### src/rtl/ofdm_cp_inserter.sv
// Purpose: buffers one IFFT frame, then replays its last CP_LEN samples followed by the whole frame.
// Latency: first output sample is registered one cycle after the eop of a valid frame is accepted.
// Backpressure: in_ready is low while a symbol is emitted; output registers hold while out_ready is low.
module ofdm_cp_inserter #(
   parameter int FFT_LEN = 64,
   parameter int CP_LEN  = 16
) (
   input  logic        clk,
   input  logic        reset_n,
   input  logic        in_valid,
   output logic        in_ready,
   input  logic        in_sop,
   input  logic        in_eop,
   input  logic [7:0]  in_real,
   input  logic [7:0]  in_imag,
   input  logic [5:0]  in_exp,
   input  logic [1:0]  in_error,
   output logic        out_valid,
   input  logic        out_ready,
   output logic        out_sop,
   output logic        out_eop,
   output logic [7:0]  out_real,
   output logic [7:0]  out_imag,
   output logic [5:0]  out_exp,
   output logic        frame_err,
   output logic [15:0] sym_cnt
);

   localparam int AW = $clog2(FFT_LEN);
   localparam logic [AW-1:0] LAST_IDX = AW'(FFT_LEN - 1);
   localparam logic [AW-1:0] CP_START = AW'(FFT_LEN - CP_LEN);

   typedef struct packed {
      logic [7:0] re;
      logic [7:0] im;
   } smp_t;

   typedef enum logic [1:0] {
      FILL   = 2'd0,
      PREFIX = 2'd1,
      BODY   = 2'd2
   } state_t;

   state_t        state;
   state_t        state_nxt;
   smp_t          sbuf [FFT_LEN];
   logic [AW-1:0] wr_idx;
   logic [AW-1:0] wr_addr;
   logic [AW-1:0] rd_idx;
   logic          active;
   logic          live;
   logic [5:0]    exp_q;

   logic          accept;
   logic          out_fire;
   logic          wr_en;
   logic          restart;
   logic          kill;
   logic          frame_ok;
   logic          load;
   logic          sym_done;

   // Input is only taken in FILL, and never in the cycle reset is still being left.
   assign in_ready = live && (state == FILL);

   // Next-state and per-cycle control: frame checking in FILL, output pacing in PREFIX/BODY.
   always_comb begin
      state_nxt = state;
      accept    = in_valid & in_ready;
      out_fire  = out_valid & out_ready;
      wr_en     = 1'b0;
      wr_addr   = in_sop ? '0 : wr_idx;
      restart   = 1'b0;
      kill      = 1'b0;
      frame_ok  = 1'b0;
      load      = 1'b0;
      sym_done  = 1'b0;
      case (state)
         FILL: begin
            // Samples arriving outside a frame without sop are simply ignored.
            if (accept && (in_sop || active)) begin
               wr_en   = 1'b1;
               restart = in_sop & active;
               if (in_error != 2'b00) begin
                  kill = 1'b1;
               end else if (in_eop) begin
                  if (wr_addr == LAST_IDX) begin
                     frame_ok = 1'b1;
                  end else begin
                     kill = 1'b1;
                  end
               end else if (wr_addr == LAST_IDX) begin
                  kill = 1'b1;
               end
               if (frame_ok) begin
                  state_nxt = PREFIX;
               end
            end
         end
         PREFIX: begin
            load = ~out_valid | out_ready;
            // rd_idx wraps to 0 naturally when the last prefix sample is loaded.
            if (load && (rd_idx == LAST_IDX)) begin
               state_nxt = BODY;
            end
         end
         BODY: begin
            // Once the eop sample sits in the output register, wait for it to be taken.
            load = ~out_eop & (~out_valid | out_ready);
            if (out_fire && out_eop) begin
               sym_done  = 1'b1;
               state_nxt = FILL;
            end
         end
         default: begin
            state_nxt = FILL;
         end
      endcase
   end

   // State register.
   always_ff @(posedge clk or negedge reset_n) begin
      if (!reset_n) begin
         state <= FILL;
      end else begin
         state <= state_nxt;
      end
   end

   // Frame tracking: write index, frame-active flag, latched exponent and drop pulse.
   always_ff @(posedge clk or negedge reset_n) begin
      if (!reset_n) begin
         wr_idx    <= '0;
         active    <= 1'b0;
         exp_q     <= '0;
         frame_err <= 1'b0;
      end else begin
         frame_err <= restart | kill;
         if (wr_en) begin
            if (kill || frame_ok) begin
               active <= 1'b0;
               wr_idx <= '0;
            end else begin
               active <= 1'b1;
               wr_idx <= wr_addr + AW'(1);
            end
            if (in_sop) begin
               exp_q <= in_exp;
            end
         end
      end
   end

   // Sample buffer; contents are don't-care until written, so no reset.
   always_ff @(posedge clk) begin
      if (wr_en) begin
         sbuf[wr_addr] <= {in_real, in_imag};
      end
   end

   // Output register stage, read pointer and completed-symbol counter.
   always_ff @(posedge clk or negedge reset_n) begin
      if (!reset_n) begin
         live      <= 1'b0;
         rd_idx    <= '0;
         out_valid <= 1'b0;
         out_sop   <= 1'b0;
         out_eop   <= 1'b0;
         out_real  <= '0;
         out_imag  <= '0;
         out_exp   <= '0;
         sym_cnt   <= '0;
      end else begin
         live <= 1'b1;
         if (frame_ok) begin
            rd_idx <= CP_START;
         end else if (load) begin
            rd_idx <= rd_idx + AW'(1);
         end
         if (load) begin
            out_valid <= 1'b1;
            out_sop   <= (state == PREFIX) && (rd_idx == CP_START);
            out_eop   <= (state == BODY) && (rd_idx == LAST_IDX);
            out_real  <= sbuf[rd_idx].re;
            out_imag  <= sbuf[rd_idx].im;
            out_exp   <= exp_q;
         end else if (sym_done) begin
            out_valid <= 1'b0;
            out_sop   <= 1'b0;
            out_eop   <= 1'b0;
            sym_cnt   <= sym_cnt + 16'd1;
         end
      end
   end

endmodule

### config.mk
export PLATFORM = sky130hd
export DESIGN_NAME = ofdm_cp_inserter
export DESIGN_NICKNAME = d
export VERILOG_FILES = /design/src/rtl/ofdm_cp_inserter.sv
export SDC_FILE = /design/constraint.sdc
export NUM_CORES = 1
export LEC_CHECK = 0
export ABC_AREA = 1
export CORE_MARGIN = 4
export CORE_UTILIZATION = 50
export CTS_CLUSTER_DIAMETER = 30
export DETAILED_ROUTE_END_ITERATION = 10
export DONT_BUFFER_PORTS = 1
export SLEW_MARGIN = 20
export SYNTH_ARGS = -nofsm -noshare
export SYNTH_HDL_FRONTEND = slang
export SYNTH_SLANG_ARGS = --single-unit
### constraint.sdc
create_clock -name clk -period 4.7 [get_ports clk]
set_input_delay 0.705 -clock clk [delete_from_list [all_inputs] [get_ports clk]]
set_output_delay 0.705 -clock clk [all_outputs]
set_load 0.01 [all_outputs]
==> run_results.csv <==
group,metric,value,unit
status,status,"completed",
synthesis,syn_inst,4193,
clock_network,cts_tree,"built",
placed_design,place.gp.congestion,0.862,
final_layout,syn2layout_area_growth,18.7,%
synthesis,ys_warn_count,0,
worst_setup_path,worstPathRequired,5410,ps
worst_setup_path,endpoint_kind,"flop",
final_layout,fin_util,0.599,
sta,setup_slack,1160,ps
worst_setup_path,arrival,4250,ps
synthesis,ys_ff_latch,1088,
placed_design,hpwl,68000,µm
final_layout,layout.nets,4351,
placed_design,placed_cells,5261,
synthesis,async_flop_share,0.0588,
detailed_routing,route.detailed.drc,0,
worst_setup_path,crit_fanout,85,
synthesis,synth_area_per_cell,10.8,µm²
power_and_ir_drop,p_clk_frac,0.423,
floorplanning,io_pins,73,
power_and_ir_drop,irDropWorstVdd,0.561,mV
power_and_ir_drop,totalPowerFinal,0.0346,W
floorplanning,die_y,310,µm
detailed_routing,routed_via_density,5.42,
sta,period_needed,3540,ps
floorplanning,rows,110,
grt,grt_use_met3,0.0601,
clock_network,clk_pin_slew_worst_paths,50,ps
floorplanning,dieWidth,310,µm
clock_network,cts-root-buf,"clkbuf_16",
sta,rsz0062_at_grt,"false",
worst_setup_path,cpLargestDelayFamily,"buffers and inverters",
power_and_ir_drop,switching_share,0.339,
detailed_routing,drtIter0Drc,3802,
sta,slew_headroom,0.283,
detailed_routing,drt_first_pass_iters,6,
clock_network,worstSkewPairLatency,790,ps
final_layout,drive_gt1_frac,0.102,
sta,fin_setup_tns,0,ps
grt,use_met2,0.407,
worst_hold_path,min_path_type,"input port to flop",
clock_network,clockBufferDepth,3,
sta,hold_violations,0,
worst_setup_path,worst-path-buf-inv,2,
placed_design,io_buffers,0,
power_and_ir_drop,intPower,0.0229,W
detailed_routing,ant_nets,0,
sta,finClkSkew,38.3,ps
worst_hold_path,min_path_cells,0,
power_and_ir_drop,combPwrFrac,0.250,
clock_network,ctsResizeCount,0,
synthesis,yosysSeqAreaShare,0.711,
grt,antenna_found_initial,2,
floorplanning,dieArea,95900,µm²
grt,first_global_vias,29100,
clock_network,cts_made_buffers,209,
detailed_routing,vias,30700,
clock_network,clock-sinks,1088,
synthesis,synth_top_area_frac,0.676,
synthesis,syn_nets,4232,
worst_setup_path,r2r_cells,10,
grt,grt_overflow_total,0,
sta,maxSlewViolCount,0,
clock_network,htreeDepth,4,
worst_setup_path,critical_path.cell_chain,"buf_4 > buf_4 > nand2_1 > nand2_1 > a21oi_1 > nand3_1 > nand3_1 > a21oi_1 > nor2_1 > nor2_1",
sta,finalSetupViolCount,0,
worst_setup_path,path_class,"flop to flop",
job,maxCapViolCount,0,
synthesis,yosysTopAreaCell,"edfxtp_1",
final_layout,n_fill_cell,7186,
worst_setup_path,max_stage_delay,820,ps
grt,grt_pass1_wl,188000,µm
grt,grtUsageMet1,0.381,
synthesis,synth_edf_count,1024,
power_and_ir_drop,power_frac_seq,0.327,
final_layout,antenna_cells,0,
detailed_routing,wl_per_cell,22.4,µm
power_and_ir_drop,power_density,641,nW/µm²
worst_setup_path,crit_cells,10,
floorplanning,fp.coreArea,90100,µm²
final_layout,final_cells,5669,
synthesis,synth_cell_type_count,38,
power_and_ir_drop,total_leakage_power,21.6,nW
grt,grt_use_total,0.266,
worst_setup_path,cpMaxStageDelayCell,"buf_4",
sta,tightestPinTransition,1080,ps
sta,finalCritPeriodShare,0.754,
worst_setup_path,cp-start-kind,"flop",
synthesis,synthesis.area,45500,µm²
grt,grt_start_max_net_pins,169,
grt,grt-busiest-layer,"met2",
detailed_routing,finalWirelength,127000,µm
clock_network,post_cts_buffers,0,
sta,timing.fmax,282,MHz
synthesis,synth.area.top_cells,"edfxtp_1 (68%), nand2_1 (13%), nand3_1 (6.8%)",
placed_design,dp_slack,1120,ps
power_and_ir_drop,power_switching,0.0118,W
floorplanning,initial_core_util,0.505,
synthesis,yosys_most_used_dff,"edfxtp_1",
## power groups by stage
stage	Clock, W	Sequential (W)	Combinational [W]
final	0.0146	0.0113	0.00865
after global routing	0.0153	0.0114	0.00950
after CTS	0.0148	0.0113	0.00860
after detailed placement	0	0.0115	0.00853
after global placement	0	0.0115	0.00852
after floorplan	0	0.0112	0.00592
## worst paths after layout
| kind | endpoint | from | slack [ps] |
|---|---|---|---|
| max | out_imag[2] | rd_idx[0] | 1160 |
| min | sbuf[62][15] | in_real[7] | 40 |
| max reg2reg | out_imag[2] | rd_idx[0] | 1160 |
| min reg2reg | state[1] | state[1] | 500 |
| max in group asynchronous | rd_idx[1] | reset_n | 3820 |
| min in group asynchronous | out_real[2] | reset_n | 570 |
## layout by cell type, fill, tap and decap left out, drive strengths merged, types with 3 or more instances in the layout
master          n
dlygate4sd3    15
xnor2           7
clkinvlp       13
edfxtp       1024
nand2        1558
dfrtp          64
nor2          181
ha              9
o21ai          30
buf           111
or2             4
clkinv        103
a21oi          90
clkbuf        242
nor3            3
inv           362
nand3         619
o22ai           7
nand4           5
bufinv         27
xor2           10
## Yosys cell counts, drive strengths merged, types with 9 or more instances
cell	instances
a21oi	90
clkbuf	41
dfrtp	64
buf	177
nand2	1558
xor2	10
o21ai	30
inv	348
nor2	181
ha	9
edfxtp	1024
nand3	619
## layout make-up
type,count,area [µm²],area share
Sequential cell,1088,32400,0.599
Multi-Input combinational cell,2532,10700,0.198
Clock buffer,242,5470,0.101
Clock inverter,150,1560,0.0289
Tap cell,1176,1470,0.0272
Inverter,355,1360,0.0251
Timing Repair Buffer,126,1080,0.0200
## logic make-up (layout without fill, tap and decap cells)
logic type               after synthesis  count (layout)  synth area share
AND/OR/NAND/NOR                     2373            2373             0.214
flip-flops                          1088            1088             0.711
buffers and inverters                573             873            0.0536
AO/OA/AOI/OAI                        131             131            0.0149
XOR/XNOR                              17              17           0.00327
adder cells (fa/ha/maj)                9               9           0.00248
other                                  1               1         0.0000824
multiplexers                           1               1          0.000248
## routing by layer
metal	routed length (µm)	vias to the layer above
li1	-	14300
met1	54000	14800
met2	58300	1312
met3	10900	236
met4	3990	0
met5	0	-
## registers in the layout, summed over array words and instances (netlist names)
signal,cells
out_exp,6
rd_idx,6
sym_cnt,16
sbuf,1024
out_imag,8
out_valid,1
out_eop,1
live,1
wr_idx,6
out_sop,1
state,2
active,1
exp_q,6
frame_err,1
out_real,8
## repair_timing
action,4_1_cts,5_1_grt
endpoints found under the setup margin,0,0
hold buffers,15,1
hold endpoints to repair,101,4
## stage by stage
stage | area [µm²] | hold slack (ps)
after detailed placement | 46800 | 411
after global placement | 46800 | 411
after CTS | 54000 | 0.132
after floorplan | 45500 | 409
final | 54000 | 39.6
after global routing | 54000 | 0.892
Note: power is estimated with default switching activity, not from simulation.
